===== src/rtl/lcd_write_engine.sv =====
// HD44780-style write engine: strobes one byte onto the panel pins, waits out execution, pulses wr_finish.
// Define LCD_4BIT_EN to send each byte as two nibble strobes on lcd_db[7:4].
module lcd_write_engine #(
  parameter int SETUP_CYC     = 1,
  parameter int E_HIGH_CYC    = 1,
  parameter int HOLD_CYC      = 1,
  parameter int EXEC_CYC      = 1,
  parameter int EXEC_LONG_CYC = 2
) (
  input  logic       clk_1ms,
  input  logic       reset_n,
  input  logic       wr_enable,
  input  logic       rs_in,
  input  logic [7:0] data_in,
  output logic       wr_finish,
  output logic       busy,
  output logic       lcd_e,
  output logic       lcd_rs,
  output logic       lcd_rw,
  output logic [7:0] lcd_db
);

  typedef enum logic [2:0] {IDLE, SETUP, EHIGH, HOLD, EXEC, DONE} state_t;

  // Counter reload value: a zero-length phase still lasts one cycle.
  function automatic logic [7:0] cyc_load(input int n);
    int m;
    m = (n < 1) ? 1 : n;
    return 8'(m - 1);
  endfunction

  localparam logic [7:0] SETUP_LD = cyc_load(SETUP_CYC);
  localparam logic [7:0] EHIGH_LD = cyc_load(E_HIGH_CYC);
  localparam logic [7:0] HOLD_LD  = cyc_load(HOLD_CYC);
  localparam logic [7:0] EXEC_LD  = cyc_load(EXEC_CYC);
  localparam logic [7:0] LONG_LD  = cyc_load(EXEC_LONG_CYC);

  state_t     state;
  logic [7:0] cnt;
  logic       rs_lat;
  logic [7:0] data_lat;
  logic       long_cmd;

  // Clear display (0x01) and return home (0x02/0x03) need the long execution wait.
  assign long_cmd = !rs_lat && (data_lat[7:2] == 6'd0) && (data_lat[1:0] != 2'd0);
  assign lcd_rw   = 1'b0;

`ifdef LCD_4BIT_EN
  logic second;
`endif

  always_ff @(posedge clk_1ms or negedge reset_n) begin
    if (!reset_n) begin
      state     <= IDLE;
      cnt       <= 8'd0;
      rs_lat    <= 1'b0;
      data_lat  <= 8'h00;
      wr_finish <= 1'b0;
      busy      <= 1'b0;
      lcd_e     <= 1'b0;
      lcd_rs    <= 1'b0;
      lcd_db    <= 8'h00;
`ifdef LCD_4BIT_EN
      second    <= 1'b0;
`endif
    end else begin
      wr_finish <= 1'b0;
      case (state)
        IDLE: begin
          if (wr_enable) begin
            rs_lat   <= rs_in;
            data_lat <= data_in;
            lcd_rs   <= rs_in;
            busy     <= 1'b1;
            cnt      <= SETUP_LD;
            state    <= SETUP;
`ifdef LCD_4BIT_EN
            lcd_db   <= {data_in[7:4], 4'h0};
            second   <= 1'b0;
`else
            lcd_db   <= data_in;
`endif
          end
        end
        SETUP: begin
          if (cnt == 8'd0) begin
            lcd_e <= 1'b1;
            cnt   <= EHIGH_LD;
            state <= EHIGH;
          end else begin
            cnt <= cnt - 8'd1;
          end
        end
        EHIGH: begin
          if (cnt == 8'd0) begin
            lcd_e <= 1'b0;
            cnt   <= HOLD_LD;
            state <= HOLD;
          end else begin
            cnt <= cnt - 8'd1;
          end
        end
        HOLD: begin
          if (cnt != 8'd0) begin
            cnt <= cnt - 8'd1;
`ifdef LCD_4BIT_EN
          end else if (!second) begin
            second <= 1'b1;
            lcd_db <= {data_lat[3:0], 4'h0};
            cnt    <= SETUP_LD;
            state  <= SETUP;
`endif
          end else begin
            cnt   <= long_cmd ? LONG_LD : EXEC_LD;
            state <= EXEC;
          end
        end
        EXEC: begin
          if (cnt == 8'd0) begin
            wr_finish <= 1'b1;
            state     <= DONE;
          end else begin
            cnt <= cnt - 8'd1;
          end
        end
        DONE: begin
          busy  <= 1'b0;
          state <= IDLE;
        end
        default: state <= IDLE;
      endcase
    end
  end

endmodule


===== config.mk =====
export PLATFORM = sky130hd
export DESIGN_NAME = lcd_write_engine
export DESIGN_NICKNAME = d
export VERILOG_FILES = /design/src/rtl/lcd_write_engine.sv
export SDC_FILE = /design/constraint.sdc
export NUM_CORES = 1
export LEC_CHECK = 0
export CAP_MARGIN = 20
export CORE_UTILIZATION = 40
export CTS_CLUSTER_SIZE = 10
export DETAILED_ROUTE_END_ITERATION = 7
export HOLD_SLACK_MARGIN = 0.03
export MAX_ROUTING_LAYER = met4
export PLACE_DENSITY = 0.65
export SYNTH_ARGS = -nofsm -noshare
export SYNTH_HDL_FRONTEND = slang
export SYNTH_SLANG_ARGS = --single-unit

===== constraint.sdc =====
create_clock -name clk_1ms -period 4.7 [get_ports clk_1ms]
set_clock_uncertainty 0.05 [all_clocks]
set_input_delay 0.47 -clock clk_1ms [delete_from_list [all_inputs] [get_ports clk_1ms]]
set_output_delay 0.47 -clock clk_1ms [all_outputs]
set_load 0.01 [all_outputs]

==> reports/qor.yml, run 1 <==
status: "finished clean"
num_rows: 19
path_max_fanout: 7
grtUsageTotal_pct: 18.1
synthToLayoutAreaGrowth_pct: 25.2
finalCritPeriodShare_pct: 44.1
vias: 948
place_hpwl_um: 1780
yosysWarnings: 0
root_buffer: "clkbuf_4"
drt-initial-drc-count: 22
power_density_nw_per_um2: 210
critPathMaxStageDelay_ns: 0.43
layout.nets: 152
clkLatencyLatePin_ns: 0.31
ctsHoldBuffers: 0
ff_latch_area_sq_um: 576
drv_slew: 0
final_cell_mix: "dfrtp_1 (23), clkdlybuf4s50_1 (23), nand2_1 (10), o21ai_0 (10)"
core_sq_um: 2760
die_y_um: 55.9
dp.cells: 162
clock_sinks: 23
worst_setup_path_end_kind: "flop"
ant_nets: 0
slew_headroom_pct: 62.5
finalSetupViolations: 0
synthArstFlopShare_pct: 100
fmax_ghz: 0.483
fin_crit_ns: 2.07
grt_pass1_vias: 956
critical_path.top_delay_family: "compound AO/OA/AOI/OAI gates"
synth_nets: 128
initial_utilization_pct: 42.2
wl_um: 2490
postSynthAreaPerCell_sq_um: 10.2
share_comb_of_total_power_pct: 5.3
grt_pass1_wl_um: 4310
final-hold-violation-count: 0
synth_ff_type: "dfrtp_1"
irDropWorstVdd_mv: 0.173
route.detailed.drc: 0
hold_class: "in2async"
final_cells: 168
ys_types: 34
post_drt_wl_per_cell_um: 14.8
multi_input_area_sq_um: 541
clockPowerShare_pct: 30.0
numCtsBuffers: 3
startpoint_type: "flop"
grt-ovfl-total: 0
seqPwrFrac_pct: 64.7
dieArea_sq_um: 3130
globalplace.congestion: 0.852
clk_path_buf_depth: 2
synth_seq_area_share_pct: 49.5
antenna_found_initial: 0
num_antenna_cells: 0
grt_setup_unrepaired: "false"
nFillCells: 257
cap_violations: 0
pin_count: 25
grt_max_degree: 24
clk_pin_slew_ns: 0.12
critPathRequiredTime_ns: 4.86
final_core_util_pct: 52.8
worst_pin_slew_ns: 0.557
ctsResizeCount: 0
synth-seq-cells: 23
dr.pass1.iters: 4
cts_post_setup_buffers_inserted: 0
drt-vias-per-instance: 5.64
p_sw_uw: 64.4
worstPathCellList: "inv_1 > ha_1 > nor4b_1 > a211oi_1 > clkbuf_2 > and2_1 > a221o_2"
htreeDepth: 1
syn-cell-area_sq_um: 1160
p_int_uw: 241
cp_slowest_cell: "dfrtp_1"
path_buf_inv: 2
worstSetupPathType: "reg2reg"
netSwitchingFraction_pct: 21.1
fin_setup_tns_ns: 0
drive_gt1_share_pct: 13.1
port_buffers: 23
die_x_um: 55.9
leakage_uw: 0.000642
synth_edf_count: 0
tritoncts: "yes"
critical_path_arrival_ns: 2.23
synth_cells: 114
state kept, by name, summed over array words and instances (netlist names):
signal and cells:
busy 1, cnt 8, data_lat 8, lcd_e 1
rs_lat 1, state 3, wr_finish 1
cell usage after synthesis, types with 3 or more instances:
cell     instances  area [sq um]
buf_2            4          20.0
and2_1           3          18.8
nor4_1           3          18.8
nand2_1         10          37.5
nor2_1           9          33.8
dfrtp_1         23           576
a21oi_1          5          25.0
nor3_1           4          20.0
inv_1            3          11.3
o21ai_0         10          50.1
mux2_2           9           101
routing by layer:
layer,track usage (%),vias to the layer above,part of all wire [%]
met5,-,-,0
met4,7.32,0,1.2
met3,2.56,3,4.4
met2,29.4,39,47
met1,22.9,450,48
li1,-,456,-
area by class of cell:
type | count | share of cell area [%]
Clock buffer | 4 | 1.81
Multi-Input combinational cell | 82 | 37.1
Inverter | 3 | 0.774
Tap cell | 31 | 2.67
Timing Repair Buffer | 25 | 18.1
Sequential cell | 23 | 39.6
cells by family (layout without fill, tap and decap cells):
family,count (synthesis),after routing,synth area share (%)
xor gates and xnor gates,2,2,1.51
buffers and inverters,9,32,3.98
AOI/OAI and AO/OA,26,26,14.2
and+or+nand+nor,42,42,19.6
other,1,1,0.323
muxes,9,9,8.72
adders and majority gates,2,2,2.15
DFF,23,23,49.5
stage by stage:
step,hold WS (ns),total power [uW],cell area [sq um],worst slack (ns)
floorplan,0.124,203,1160,2.91
global placement,0.456,215,1400,2.51
detailed placement,0.474,215,1400,2.45
CTS,0.496,309,1420,2.42
global route,0.364,319,1460,2.47
finish,0.370,306,1460,2.63
final timing paths:
check,slack [ns],startpoint,end,cells past startpoint
max,2.63,cnt[0],cnt[0],7
min,0.37,reset_n,state[0],1
max reg2reg,2.63,cnt[0],cnt[0],7
min reg2reg,0.49,cnt[5],cnt[5],1
max in group asynchronous,3.82,reset_n,cnt[0],2
min in group clk_1ms,0.49,cnt[5],cnt[5],1
power by group through the flow:
stage               logic (uW)  clock network (uW)  registers [uW]
global placement          13.4                   0             202
detailed placement        13.5                   0             202
floorplan                 1.05                   0             202
CTS                       13.7                97.0             198
finish                    16.1                91.8             198
global route              17.6                 104             198
Power figures use the tool's default switching activity.
==> run 2: changes to the inputs <==
--- a/config.mk
+++ b/config.mk
@@ -11,7 +11,7 @@
 export DETAILED_ROUTE_END_ITERATION = 7
 export HOLD_SLACK_MARGIN = 0.03
 export MAX_ROUTING_LAYER = met4
-export PLACE_DENSITY = 0.65
+export PLACE_DENSITY = 0.68
 export SYNTH_ARGS = -nofsm -noshare
 export SYNTH_HDL_FRONTEND = slang
 export SYNTH_SLANG_ARGS = --single-unit
==> constraint.sdc (replaced) <==
create_clock -name clk_1ms -period 1.75 [get_ports clk_1ms]
set_clock_uncertainty 0.05 [all_clocks]
set_input_delay 0.175 -clock clk_1ms [delete_from_list [all_inputs] [get_ports clk_1ms]]
set_output_delay 0.175 -clock clk_1ms [all_outputs]
set_load 0.01 [all_outputs]
==> run 2 against run 1 <==
Against the previous run: the run now ends with setup timing left; utilization rose by 9.7 points; register-to-register slack got worse by 2.7 ns; critical path depth fell by 3; sequential share of layout area fell by 6.1 points; final cell count rose by 14%; sequential cell count did not move; maximum frequency rose by 17%; critical endpoint is now cnt[7]; largest power group unchanged; highest routed layer unchanged.
==> reports/qor.yml, run 2 (synthesis results as in run 1) <==
wl_um: 2850
critical_path_arrival_ns: 1.94
status: "finished, violations left"
clk_pin_slew_ns: 0.13
drt-initial-drc-count: 19
numCtsBuffers: 3
worst_setup_path_end_kind: "flop"
tritoncts: "yes"
nFillCells: 240
worstSetupPathType: "reg2reg"
port_buffers: 23
dr.pass1.iters: 4
route.detailed.drc: 0
grt_setup_unrepaired: "true"
reg2reg_slack_ns: -0.03
finalSetupViolations: 1
cp_slowest_cell: "or4_4"
setup_ws_ns: -0.0265
irDropWorstVdd_mv: 0.416
pin_count: 25
post_drt_wl_per_cell_um: 14.8
violations: "setup timing"
clk_path_buf_depth: 2
core_sq_um: 2760
drv_slew: 0
cap_violations: 0
grtUsageTotal_pct: 20.8
final_cell_mix: "buf_4 (24), clkdlybuf4s50_1 (23), dfrtp_1 (22), nand2_1 (10), mux2_2 (9)"
critPathRequiredTime_ns: 1.92
dieArea_sq_um: 3130
fin_crit_ns: 1.78
final_common_cell: "buf_4"
drt-vias-per-instance: 5.40
rr_startpoint: "cnt[1]"
antenna_found_initial: 0
power_density_nw_per_um2: 478
grt_pass1_wl_um: 4910
startpoint_type: "flop"
pre_cts_ws_ns: -0.0841
clkLatencyLatePin_ns: 0.32
critical_path.top_delay_family: "simple AND/OR/NAND/NOR gates"
grt-ovfl-total: 0
globalplace.congestion: 0.788
path_max_fanout: 3
final-hold-violation-count: 0
hold_class: "in2async"
drive_gt1_share_pct: 35.4
htreeDepth: 1
top_regs: "cnt (8), data_lat (8), state (3)"
num_rows: 19
reg2reg_depth: 4
grt_max_degree: 24
initial_utilization_pct: 42.2
finalCritPeriodShare_pct: 102
synthToLayoutAreaGrowth_pct: 48.2
root_buffer: "clkbuf_4"
hold_slack_ns: 0.143
fmax_ghz: 0.563
vias: 1037
layout.nets: 176
die_x_um: 55.9
clock_sinks: 23
leakage_uw: 0.000766
place_hpwl_um: 2070
path_buf_inv: 0
die_y_um: 55.9
rr_endpoint: "cnt[7]"
num_antenna_cells: 0
ant_nets: 0
power_uw: 823
grt_pass1_vias: 1091
critPathMaxStageDelay_ns: 0.54
worstPathCellList: "or4_4 > or2_1 > and3_1 > a221o_1"
==> run 2: power breakdown <==
part / switching, uW / total, uW / internal (uW)
sequential: 0 / 531 / 531
clock: 164 / 253 / 89.3
combinational: 14.8 / 39.0 / 24.2
==> run 2: cell type report <==
type / instances / area (sq um) / area share (%)
multi-input combinational: 82 / 619 / 35.9
sequential: 23 / 577 / 33.5
timing repair buffer: 49 / 450 / 26.1
tap: 31 / 38.8 / 2.25
clock buffer: 4 / 26.3 / 1.53
inverter: 3 / 11.3 / 0.654
==> run 2: worst max-delay path by stage <==
stage                     depth (start not counted)  slack [ns]  startpoint  endpoint
after floorplan                                   4        0.02      cnt[0]    cnt[7]
after global placement                            5       -0.04   wr_enable    cnt[0]
after detailed placement                          8       -0.08      cnt[0]    cnt[5]
after CTS                                         4       -0.05      cnt[1]    cnt[7]
after global routing                              6       -0.08      cnt[0]    cnt[5]
final                                             4       -0.03      cnt[1]    cnt[7]
==> run 2: stage by stage <==
| step | setup TNS, ns | instance area (sq um) | utilization, % | std cells |
|---|---|---|---|---|
| after floorplan | 0 | 1170 | - | 114 |
| after global placement | -0.0657 | 1580 | 57.3 | 184 |
| after detailed placement | -0.338 | 1580 | 57.3 | 184 |
| after CTS | -0.0626 | 1690 | 61.4 | 191 |
| after global routing | -0.426 | 1720 | 62.5 | 192 |
| final | -0.0265 | 1720 | 62.5 | 192 |
==> run 2: worst register-to-register path, delay by kind of cell, from the launching register on <==
family           cells  cell delay (ns)
AO/OA/AOI/OAI        1             0.25
flip-flops           1             0.43
AND/OR/NAND/NOR      3             0.94
==> run 2: timing repair <==
action | in CTS | in global routing
resized for setup | 13 | 9
hold buffers | 0 | 0
setup endpoints to repair | 10 | 11
buffers inserted | 3 | 1
pin swaps | 11 | 5
==> run 2: routing by layer <==
| layer | global-route usage, % | vias to the layer above | wire (um) |
|---|---|---|---|
| met1 | 26.1 | 501 | 1290 |
| li1 | - | 502 | - |
| met5 | - | - | 0 |
| met4 | 8.01 | 0 | 51 |
| met2 | 34.1 | 29 | 1390 |
| met3 | 3.26 | 5 | 112 |
==> run 3: changes to the inputs <==
--- a/config.mk
+++ b/config.mk
@@ -6,6 +6,7 @@
 export NUM_CORES = 1
 export LEC_CHECK = 0
 export CAP_MARGIN = 20
+export CORE_MARGIN = 2
 export CORE_UTILIZATION = 40
 export CTS_CLUSTER_SIZE = 10
 export DETAILED_ROUTE_END_ITERATION = 7
==> run 3 against run 2 <==
Against the previous run: the flow still finishes with violations (setup timing); final area increased by 1.5%; worst hold slack improved by 0.0028 ns; maximum frequency decreased by 2.0%; sequential cell count stayed put; clock-buffer cell count unchanged.
==> reports/qor.yml, run 3 (synthesis results as in run 1) <==
status: "finished, violations left"
violations: "setup timing"
cp_slowest_cell: "or4_4"
grt-ovfl-total: 0
route.detailed.drc: 0
final_core_util_pct: 63.4
die_y_um: 57.9
grtUsageTotal_pct: 20.6
critical_path.top_delay_family: "simple AND/OR/NAND/NOR gates"
die_x_um: 57.9
clock_sinks: 23
antenna_found_initial: 0
power_density_nw_per_um2: 468
fin_setup_tns_ns: -0.156
worstSetupPathType: "reg2reg"
root_buffer: "clkbuf_4"
num_antenna_cells: 0
fmax_ghz: 0.551
top_regs: "cnt (8), data_lat (8), state (3)"
path_buf_inv: 0
hold_class: "in2async"
leakage_uw: 0.000798
clk_pin_slew_ns: 0.13
critPathMaxStageDelay_ns: 0.54
worstPathCellList: "or4_4 > or2_4 > and3_1 > a221o_1"
tritoncts: "yes"
place_hpwl_um: 2080
nFillCells: 231
layout.nets: 181
final-hold-violation-count: 0
vias: 1084
ctsHoldBuffers: 0
ff_latch_area_sq_um: 577
drv_slew: 0
grt_pass1_wl_um: 5120
numCtsBuffers: 3
path_max_fanout: 2
initial_utilization_pct: 42.2
dieArea_sq_um: 3350
dr.pass1.iters: 6
htreeDepth: 1
multi_input_area_sq_um: 621
pin_count: 25
post_drt_wl_per_cell_um: 15.6
grt_max_degree: 24
final_common_cell: "buf_4"
irDropWorstVdd_mv: 0.391
ant_nets: 0
core_sq_um: 2760
critical_path_arrival_ns: 1.97
globalplace.congestion: 0.797
synthToLayoutAreaGrowth_pct: 50.5
worst_setup_path_end_kind: "flop"
grt_pass1_vias: 1155
startpoint_type: "flop"
drive_gt1_share_pct: 38.6
port_buffers: 23
finalCritPeriodShare_pct: 104
setup_ws_ns: -0.0637
num_rows: 19
fin_crit_ns: 1.81
grt_setup_unrepaired: "true"
drt-vias-per-instance: 5.50
critPathRequiredTime_ns: 1.91
finalSetupViolations: 4
drt-initial-drc-count: 38
cap_violations: 0
clkLatencyLatePin_ns: 0.31
final_cell_mix: "buf_4 (30), clkdlybuf4s50_1 (23), dfrtp_1 (22), nand2_1 (10), mux2_2 (9)"
wl_um: 3080
clk_path_buf_depth: 2
## run 3: what timing repair did
| item | CTS | global route |
|---|---|---|
| endpoints found under the setup margin | 11 | 20 |
| setup buffers | 5 | 2 |
| resized for setup | 14 | 11 |
| pin swaps | 6 | 8 |
## run 3: final cells by class
class                           instances  share of cell area (%)
Clock buffer                            4                    1.50
Inverter                                3                   0.644
Multi-Input combinational cell         82                    35.5
Sequential cell                        23                    33.0
Tap cell                               31                    2.22
Timing Repair Buffer                   54                    27.2
## run 3: path summary, 6_finish.rpt
check | endpoint | start | slack [ns] | depth (start not counted)
min reg2reg | data_lat[0] | data_lat[0] | 0.51 | 1
max | cnt[7] | cnt[3] | -0.06 | 4
min | data_lat[5] | reset_n | 0.15 | 2
min in group clk_1ms | data_lat[7] | data_in[7] | 0.42 | 2
max in group asynchronous | cnt[3] | reset_n | 1.26 | 2
max reg2reg | cnt[7] | cnt[3] | -0.06 | 4
## run 3: report_power, final
group          internal [uW]  switching, uW  leakage (uW)
Clock                   88.9            159     0.0000150
Sequential               531              0      0.000299
Combinational           24.2           14.5      0.000483
## run 3: stage by stage
stage,std cells,total power (uW),hold slack [ns],instance area (sq um),setup WS (ns)
after global routing,197,852,0.164,1750,-0.0994
after floorplan,114,545,-0.171,1170,0.0210
after detailed placement,186,581,0.478,1600,-0.0763
after global placement,186,580,0.459,1600,-0.0338
final,197,818,0.146,1750,-0.0637
after CTS,195,831,0.147,1700,-0.0473
## run 3: per-layer routing
layer,vias up,part of all wire [%],track usage [%]
li1,511,-,-
met1,537,42,24.1
met2,30,52,34.6
met3,6,3.8,3.35
met4,0,2.0,9.30
met5,-,0,-
